$ cat src/rtl/shift_ctrl_pkg.sv
`default_nettype none
// ============================================================================
// Module      : shift_ctrl_pkg
// Description : Shared types and default sizes for the shift round-robin
//               sequencer (state encoding, requester id, default widths).
// Revision    : 1.0 - initial release
// ============================================================================
package shift_ctrl_pkg;

    // Default operand width and shift-amount width
    localparam int DEF_WIDTH = 4;
    localparam int DEF_SHW   = 2;

    // Sequencer states, explicit 2-bit encoding
    typedef enum logic [1:0] {
        ST_IDLE  = 2'd0,
        ST_SHIFT = 2'd1,
        ST_DONE  = 2'd2
    } state_t;

    // Requester identifier (two requesters)
    typedef logic req_id_t;

endpackage : shift_ctrl_pkg
`default_nettype wire

$ cat src/rtl/rr_arb2.sv
`default_nettype none
// ============================================================================
// Module      : rr_arb2
// Description : Two-requester round-robin arbiter. The pointer names the
//               requester that wins a tie; it moves to the loser on accept.
// Revision    : 1.0 - initial release
// ============================================================================
module rr_arb2 (
    input  logic       clk,
    input  logic       rst,
    input  logic [1:0] valid_i,
    input  logic       enable_i,
    input  logic       accept_i,
    output logic [1:0] grant_o
);

    logic ptr_q;
    logic ptr_d;

    // Grant: single requester wins outright, a tie goes to the pointer holder
    always_comb begin
        grant_o = 2'b00;
        if (enable_i) begin
            if (valid_i == 2'b11) begin
                grant_o = ptr_q ? 2'b10 : 2'b01;
            end else begin
                grant_o = valid_i;
            end
        end
    end

    // Next pointer: after requester 0 is served requester 1 gets priority
    always_comb begin
        ptr_d = ptr_q;
        if (accept_i && (grant_o != 2'b00)) begin
            ptr_d = grant_o[0];
        end
    end

    // Pointer register, requester 0 holds priority out of reset
    always_ff @(posedge clk) begin
        if (rst) begin
            ptr_q <= 1'b0;
        end else begin
            ptr_q <= ptr_d;
        end
    end

endmodule : rr_arb2
`default_nettype wire

$ cat src/rtl/shift_rr_sequencer.sv
`default_nettype none
// ============================================================================
// Module      : shift_rr_sequencer
// Description : One iterative left-shift engine (one bit per cycle) shared by
//               two requesters through a round-robin arbiter. Results leave on
//               a valid/ready channel with requester id and overflow flag.
// Revision    : 1.0 - initial release
// ============================================================================
module shift_rr_sequencer
    import shift_ctrl_pkg::*;
#(
    parameter int WIDTH = DEF_WIDTH,
    parameter int SHW   = DEF_SHW
) (
    input  logic             clk,
    input  logic             rst,
    input  logic             req0_valid,
    output logic             req0_ready,
    input  logic [WIDTH-1:0] req0_data,
    input  logic [SHW-1:0]   req0_shamt,
    input  logic             req1_valid,
    output logic             req1_ready,
    input  logic [WIDTH-1:0] req1_data,
    input  logic [SHW-1:0]   req1_shamt,
    output logic             res_valid,
    input  logic             res_ready,
    output logic [WIDTH-1:0] res_data,
    output logic             res_id,
    output logic             res_ovf,
    output logic             busy
);

    localparam logic [SHW-1:0] C_CNT_ONE = SHW'(1);

    state_t           state_q, state_d;
    logic [WIDTH-1:0] acc_q,   acc_d;
    logic [SHW-1:0]   cnt_q,   cnt_d;
    req_id_t          id_q,    id_d;
    logic             ovf_q,   ovf_d;

    logic [1:0]       grant;
    logic             in_idle;
    logic             accept;
    logic [WIDTH-1:0] sel_data;
    logic [SHW-1:0]   sel_shamt;

    assign in_idle = (state_q == ST_IDLE);
    assign accept  = in_idle && (grant != 2'b00);

    rr_arb2 u_arb (
        .clk      (clk),
        .rst      (rst),
        .valid_i  ({req1_valid, req0_valid}),
        .enable_i (in_idle),
        .accept_i (accept),
        .grant_o  (grant)
    );

    // Operand mux for the granted requester; only meaningful on accept
    always_comb begin
        sel_data  = req0_data;
        sel_shamt = req0_shamt;
        if (grant[1]) begin
            sel_data  = req1_data;
            sel_shamt = req1_shamt;
        end
    end

    // FSM and shift datapath next-state logic
    always_comb begin
        state_d = state_q;
        acc_d   = acc_q;
        cnt_d   = cnt_q;
        id_d    = id_q;
        ovf_d   = ovf_q;
        case (state_q)
            ST_IDLE: begin
                if (accept) begin
                    acc_d   = sel_data;
                    cnt_d   = sel_shamt;
                    id_d    = grant[1];
                    ovf_d   = 1'b0;
                    state_d = (sel_shamt != '0) ? ST_SHIFT : ST_DONE;
                end
            end
            ST_SHIFT: begin
                ovf_d = ovf_q | acc_q[WIDTH-1];
                acc_d = {acc_q[WIDTH-2:0], 1'b0};
                cnt_d = cnt_q - C_CNT_ONE;
                if (cnt_q == C_CNT_ONE) begin
                    state_d = ST_DONE;
                end
            end
            ST_DONE: begin
                if (res_ready) begin
                    state_d = ST_IDLE;
                end
            end
            default: begin
                state_d = ST_IDLE;
            end
        endcase
    end

    // State and datapath registers; reset discards any in-flight work
    always_ff @(posedge clk) begin
        if (rst) begin
            state_q <= ST_IDLE;
            acc_q   <= '0;
            cnt_q   <= '0;
            id_q    <= 1'b0;
            ovf_q   <= 1'b0;
        end else begin
            state_q <= state_d;
            acc_q   <= acc_d;
            cnt_q   <= cnt_d;
            id_q    <= id_d;
            ovf_q   <= ovf_d;
        end
    end

    // Result channel reads zero outside DONE so idle outputs are quiet
    assign res_valid  = (state_q == ST_DONE);
    assign res_data   = res_valid ? acc_q : '0;
    assign res_id     = res_valid & id_q;
    assign res_ovf    = res_valid & ovf_q;
    assign busy       = ~in_idle;
    assign req0_ready = grant[0];
    assign req1_ready = grant[1];

endmodule : shift_rr_sequencer
`default_nettype wire

$ cat config.mk
export PLATFORM = sky130hd
export DESIGN_NAME = shift_rr_sequencer
export DESIGN_NICKNAME = d
export VERILOG_FILES = /design/src/rtl/shift_ctrl_pkg.sv /design/src/rtl/rr_arb2.sv /design/src/rtl/shift_rr_sequencer.sv
export SDC_FILE = /design/constraint.sdc
export NUM_CORES = 1
export LEC_CHECK = 0
export ABC_CLOCK_PERIOD_IN_PS = 2000
export BUFFER_PORTS_ARGS = -buffer_cell sky130_fd_sc_hd__buf_2
export CAP_MARGIN = 20
export CORE_UTILIZATION = 46
export DETAILED_ROUTE_END_ITERATION = 7
export GPL_TIMING_DRIVEN = 0
export PLACE_DENSITY_LB_ADDON = 0.12
export SLEW_MARGIN = 30
export SYNTH_ARGS = -nofsm -noshare
export SYNTH_HDL_FRONTEND = slang
export SYNTH_SLANG_ARGS = --single-unit
$ cat constraint.sdc
create_clock -name clk -period 2 [get_ports clk]
set_clock_uncertainty 0.2 [all_clocks]
set_input_delay 0.2 -clock clk [delete_from_list [all_inputs] [get_ports clk]]
set_output_delay 0.2 -clock clk [all_outputs]
set_load 0.005 [all_outputs]
# Word level (Yosys, flattened, before mapping)
# Cells that the tools add are included.
dict set report word_totals {
  latch_bits 0
  register_bits 11
  n_memories 0
  ram_bits 0
  inputBits 17
  rom_bits 0
  output_inout_bits 10
}
dict set report op_classes {
  n_addsub 1
  bitwise 4
  n_shift 0
  mux 17
  mul 0
  reduce_logical 9
  n_div 0
  order_cmp 0
  n_eq_ne 7
}
# operator count
set ops {}
lappend ops {{two-way mux 2 bit} 9}
lappend ops {{two-way mux 4 bit} 3}
lappend ops {{case mux 4 bit (2 select lines)} 1}
lappend ops {{case mux 2 bit (3 select lines)} 1}
lappend ops {{nonzero test 2 bit} 3}
lappend ops {{== test 2 x 1 -> 1 bit, second input constant} 2}
lappend ops {{== test 2 bit, second input constant} 2}
lappend ops {{inequality test 2 x 1 -> 1 bit, second input constant} 2}
lappend ops {{case mux 2 bit (2 select lines)} 1}
lappend ops {{AND reduction 2 bit} 2}
lappend ops {{AND reduction 3 bit} 1}
lappend ops {{AND 1 bit} 2}
lappend ops {{logical AND 1 bit} 2}
lappend ops {{zero test 2 bit} 1}
lappend ops {{inequality test 2 bit, second input constant} 1}
lappend ops {{case mux 1 bit (2 select lines)} 1}
lappend ops {{subtractor 2 x 1 -> 2 bit, second input constant} 1}
lappend ops {{two-way mux 1 bit} 1}
lappend ops {{NOT 1 bit} 1}
lappend ops {{OR 1 bit} 1}

# Depth between registers and ports, before layout
dict set report logic_depth {
  word_depth 8
  ltp_mapped 6
}

# Hierarchy
# A second synthesis with hierarchy kept.
dict set report hier_totals {
  cells_unflattened 88
  area_unflattened_um2 644.4
}
# module seq_area_each_um2 cells_per_inst instances area_per_inst_um2
set by_module_without_submodules {}
lappend by_module_without_submodules {shift_rr_sequencer 200.2 79 1 579.3}
lappend by_module_without_submodules {rr_arb2 20.0 9 1 65.1}

# Worst setup path after synthesis
# No wires, ideal clock.
dict set report synth_path {
  kind {register to register}
  from {register state_q[1]}
  to {register state_q[0]}
  path_buffers 1
  setup_ns 0.084
  slack_ns 0.526
  t_arrival_ns 1.189
  path_stages_with_launch 6
  required_time_ns 1.716
  path_cell_list {dfxtp_1 -> buf_6 -> nor2_4 -> nand3_4 -> mux2_1 -> o31ai_2}
}
dict set report synth_between {
  elab_chain_len 7
  word_cells_on_any_way 15
  classes_between {eq/ne (5); mux (5); reduce/logical (5)}
}
# element line
set synth_rtl {}
lappend synth_rtl {{start, declared} shift_rr_sequencer.sv:35} ;# state_t state_q, state_d;
lappend synth_rtl {{start signal, assigned} shift_rr_sequencer.sv:114} ;# state_q <= state_d;
lappend synth_rtl {{zero test 2 bit} {shift_rr_sequencer.sv:47, shift_rr_sequencer.sv:76}}
lappend synth_rtl {{two-way mux 2 bit} rr_arb2.sv:23} ;# if (enable_i) begin
lappend synth_rtl {{two-way mux 2 bit} shift_rr_sequencer.sv:63} ;# if (grant[1]) begin
lappend synth_rtl {{nonzero test 2 bit} shift_rr_sequencer.sv:83} ;# state_d = (sel_shamt != '0) ? ST_SHIFT : ST_DONE;
lappend synth_rtl {{two-way mux 2 bit} shift_rr_sequencer.sv:83}
lappend synth_rtl {{two-way mux 2 bit} shift_rr_sequencer.sv:78} ;# if (accept) begin
lappend synth_rtl {{case mux 2 bit (3 select lines)} shift_rr_sequencer.sv:76} ;# case (state_q)
# Several ways; a longest one is shown, not always the timed one. The select of a mux whose other input is x is not followed.
# A chain may end at the register's enable or synchronous reset.

# Worst setup path after layout
dict set report layout_path {
  from {register state_q[1]}
  to {output port res_data[1]}
}
dict set report layout_between {
  elab_chain_len 2
}
# element line
set layout_rtl {}
lappend layout_rtl {{== test 2 bit} shift_rr_sequencer.sv:123} ;# assign res_valid = (state_q == ST_DONE);
lappend layout_rtl {{two-way mux 4 bit} shift_rr_sequencer.sv:124} ;# assign res_data = res_valid ? acc_q : '0;
lappend layout_rtl {{end, declared} shift_rr_sequencer.sv:27} ;# output logic [WIDTH-1:0] res_data,
# No other way between the ends.

==> metrics.md <==
| Metric | Value |
|---|---|
| Outcome | finished, final reports clean |
| Setup crit start kind | flop |
| Top Ports | 27 |
| CTS tree | done |
| Synth unique cells | 31 |
| Mapped Nets | 102 |
| Slew margin rel. | 69.6% |
| Num rows | 13 |
| #FFs+latches synth | 11 |
| Initial Utilization | 51.4% |
| Drt total wl | 1720 um |
| Skew-Pair Late Insertion Delay | 270 ps |
| Die Width | 40.9 um |
| Dominant synthesized flop cell | dfxtp_1 |
| Syn Inst Count | 84 |
| Sw Pwr | 0.469 mW |
| Final core utilization | 66.6% |
| Leakage | 0.417 nW |
| Filler Cells Inserted | 133 |
| CP Max Fanout | 9 |
| Die area | 1670 sq um |
| DP HPWL | 1250 um |
| Die H | 40.9 um |
| Core ar. | 1350 sq um |
| DR pass1 iterations | 4 |
| Worst-path clk slew | 80 ps |
| # Max-Cap Violations | 0 |
| Post-synth EDFFs | 0 |
| Net switching share of the total power | 42.7% |
| CTS sink cnt | 11 |
| Sequential area share after synthesis | 31.7% |
| CP max stage delay | 410 ps |
| Vias per cell | 5.61 |
| CTS resizes | 0 |
| # setup viols final | 0 |
| Total chip power | 1.10 mW |
| Clk pwr share | 14.6% |
| Routability cong. | 0.802 |
| Gr usage total | 23.4% |
| Root buffer cell | clkbuf_4 |
| Yosys warning count | 0 |
| Drc violations | 0 |
| Port Buffers | 26 |
| Crit path capture type | output port |
| Inserted Clock Buffers | 3 |
| ANT cells | 0 |
| Fin Hold WS | 2.48 ps |
| RSZ-0062 raised after global routing | false |
| Post-route antenna net violation count | 0 |
| Setup TNS | 0 ps |
| CP required | 1600 ps |
| Layout area overhead | 29.5% |
| Initial antenna violation count | 0 |
| Fmax | 536 MHz |
| Slew Viols, Final | 0 |
| Layout cell share with drive strength beyond 1 | 31.6% |
| Placed Instances | 125 |
| Initial DRC Count | 11 |
| Vias in the first global route | 584 |
| Worst-Margin Slew | 456 ps |
| Critical path cell sequence | buf_6, nor2b_1, and2_1, buf_2 |
| Via count | 740 |
| DR WL/cell | 13.1 um |
| Comb pwr share | 52.0% |
| Area of the multi-input gates | 437 sq um |
| Maximum vdd ir drop | 0.671 mV |
| Final hold violations | 0 |
| Largest net degree at the start of global routing | 11 |
| HP Class | input port to flop |
| CTS HTree Levels | 1 |
| Global-route wire length before repair | 2490 um |
| Setup CP Type | flop to output port |
| Reg power frac | 33.4% |
| Nets | 136 |
| Register area | 220 sq um |
| Ys async rst share | 0% |
| Non-Filler Instances | 132 |
| Clock Tree Buf Depth | 2 |
| Cell-internal power | 0.629 mW |
| Fin crit share | 93.3% |
| Post-synthesis area per instance | 8.27 sq um |
| Grt ovf | 0 |
| Post-route minimum period | 1870 ps |
| Post-Syn Area | 694 sq um |
| Slowest cell on crit path | nor2b_1 |
| Power density cells | 1220 nW/um^2 |
| CP Data Arrival Time | 1470 ps |
==> power groups by stage <==
stage	Clock (mW)	Sequential, mW	Combinational, mW
3_3_place_gp	0	0.367	0.547
2_1_floorplan	0	0.355	0.415
6_report	0.160	0.366	0.571
3_5_place_dp	0	0.371	0.562
4_1_cts	0.159	0.366	0.568
5_1_grt	0.168	0.377	0.640
==> layout by cell type, fill, tap and decap left out, drive strengths merged <==
master,count
nor2b,3
a32o,2
or3,2
a211oi,2
a41oi,1
nor2,10
dlygate4sd3,3
o32ai,1
nand3b,2
a311oi,3
o21bai,1
mux2,1
buf,27
inv,5
and2,6
o31ai,1
mux2i,1
o41ai,1
clkbuf,6
dfxtp,11
nor3,3
nand2b,6
o21ai,3
a21oi,6
ha,1
nand3,4
nand2,5
==> cells by family after synthesis <==
kind of cell | Yosys count | share of synthesized area (%)
AND/OR/NAND/NOR | 41 | 35.0
adder cells (fa/ha/maj) | 1 | 1.80
AO/OA/AOI/OAI | 21 | 23.1
flip-flops | 11 | 31.7
buffers and inverters | 8 | 5.40
multiplexers | 2 | 3.06
==> flip-flops by register name, summed over array words and instances (netlist names) <==
| name | flops |
|---|---|
| ovf_q | 1 |
| u_arb.ptr_q | 1 |
| id_q | 1 |
| cnt_q | 2 |
| acc_q | 4 |
| state_q | 2 |
==> per-layer routing <==
metal / vias up / GRT usage (%) / share of wire [%]
li1: 370 / - / -
met2: 29 / 39.1 / 46
met5: - / 0 / 0
met3: 4 / 7.07 / 6.9
met4: 0 / 11.7 / 1.6
met1: 337 / 26.6 / 45
==> path summary, 6_finish.rpt <==
path	end	from	cells after the start	slack, ps
setup / recovery	res_data[1]	state_q[1]$_SDFFE_PP0P_	4	130
hold / removal	acc_q[1]$_SDFFE_PP0P_	req0_data[1]	3	2
setup reg to reg	state_q[1]$_SDFFE_PP0P_	state_q[1]$_SDFFE_PP0P_	6	360
hold reg to reg	cnt_q[1]$_SDFFE_PP0P_	cnt_q[1]$_SDFFE_PP0P_	1	280
==> cell usage after synthesis, drive strengths merged, types with 2 or more instances <==
master	n	area share [%]
o21ai	3	2.2
nor3	3	2.9
nand2	5	2.7
and2	6	5.4
clkbuf	2	1.1
or3	2	2.5
inv	5	2.7
a21oi	6	4.3
a211oi	2	2.2
nand3	4	4.7
nor2	10	6.5
a32o	2	2.9
nor2b	3	2.7
a311oi	3	3.8
dfxtp	11	32
nand3b	2	2.2
nand2b	6	5.4
==> repair_timing <==
| item | CTS | global route |
|---|---|---|
| hold buffers | 3 | 0 |
| hold endpoints to repair | 2 | 0 |
| setup buffers | 0 | 0 |
==> critical path: cells and delay by family (launching register included) <==
family	cells	cell delay [ps]
and+or+nand+nor	2	620
DFF	1	320
buffers and inverters	2	250
==> stage by stage <==
| stage | worst slack, ps | cell area (sq um) |
|---|---|---|
| finish | 134 | 900 |
| global route | 41.0 | 900 |
| CTS | 190 | 900 |
| detailed placement | 377 | 843 |
| global placement | 409 | 843 |
| floorplan | 526 | 694 |
==> final cells by class <==
cell class                      instances  share of cell area [%]
Tap cell                               15                    2.09
Inverter                                5                    2.09
Buffer                                  3                    2.09
Timing Repair Buffer                   29                    17.8
Clock buffer                            4                    2.92
Sequential cell                        11                    24.5
Multi-Input combinational cell         65                    48.5
Note: power is estimated with default switching activity, not from simulation.
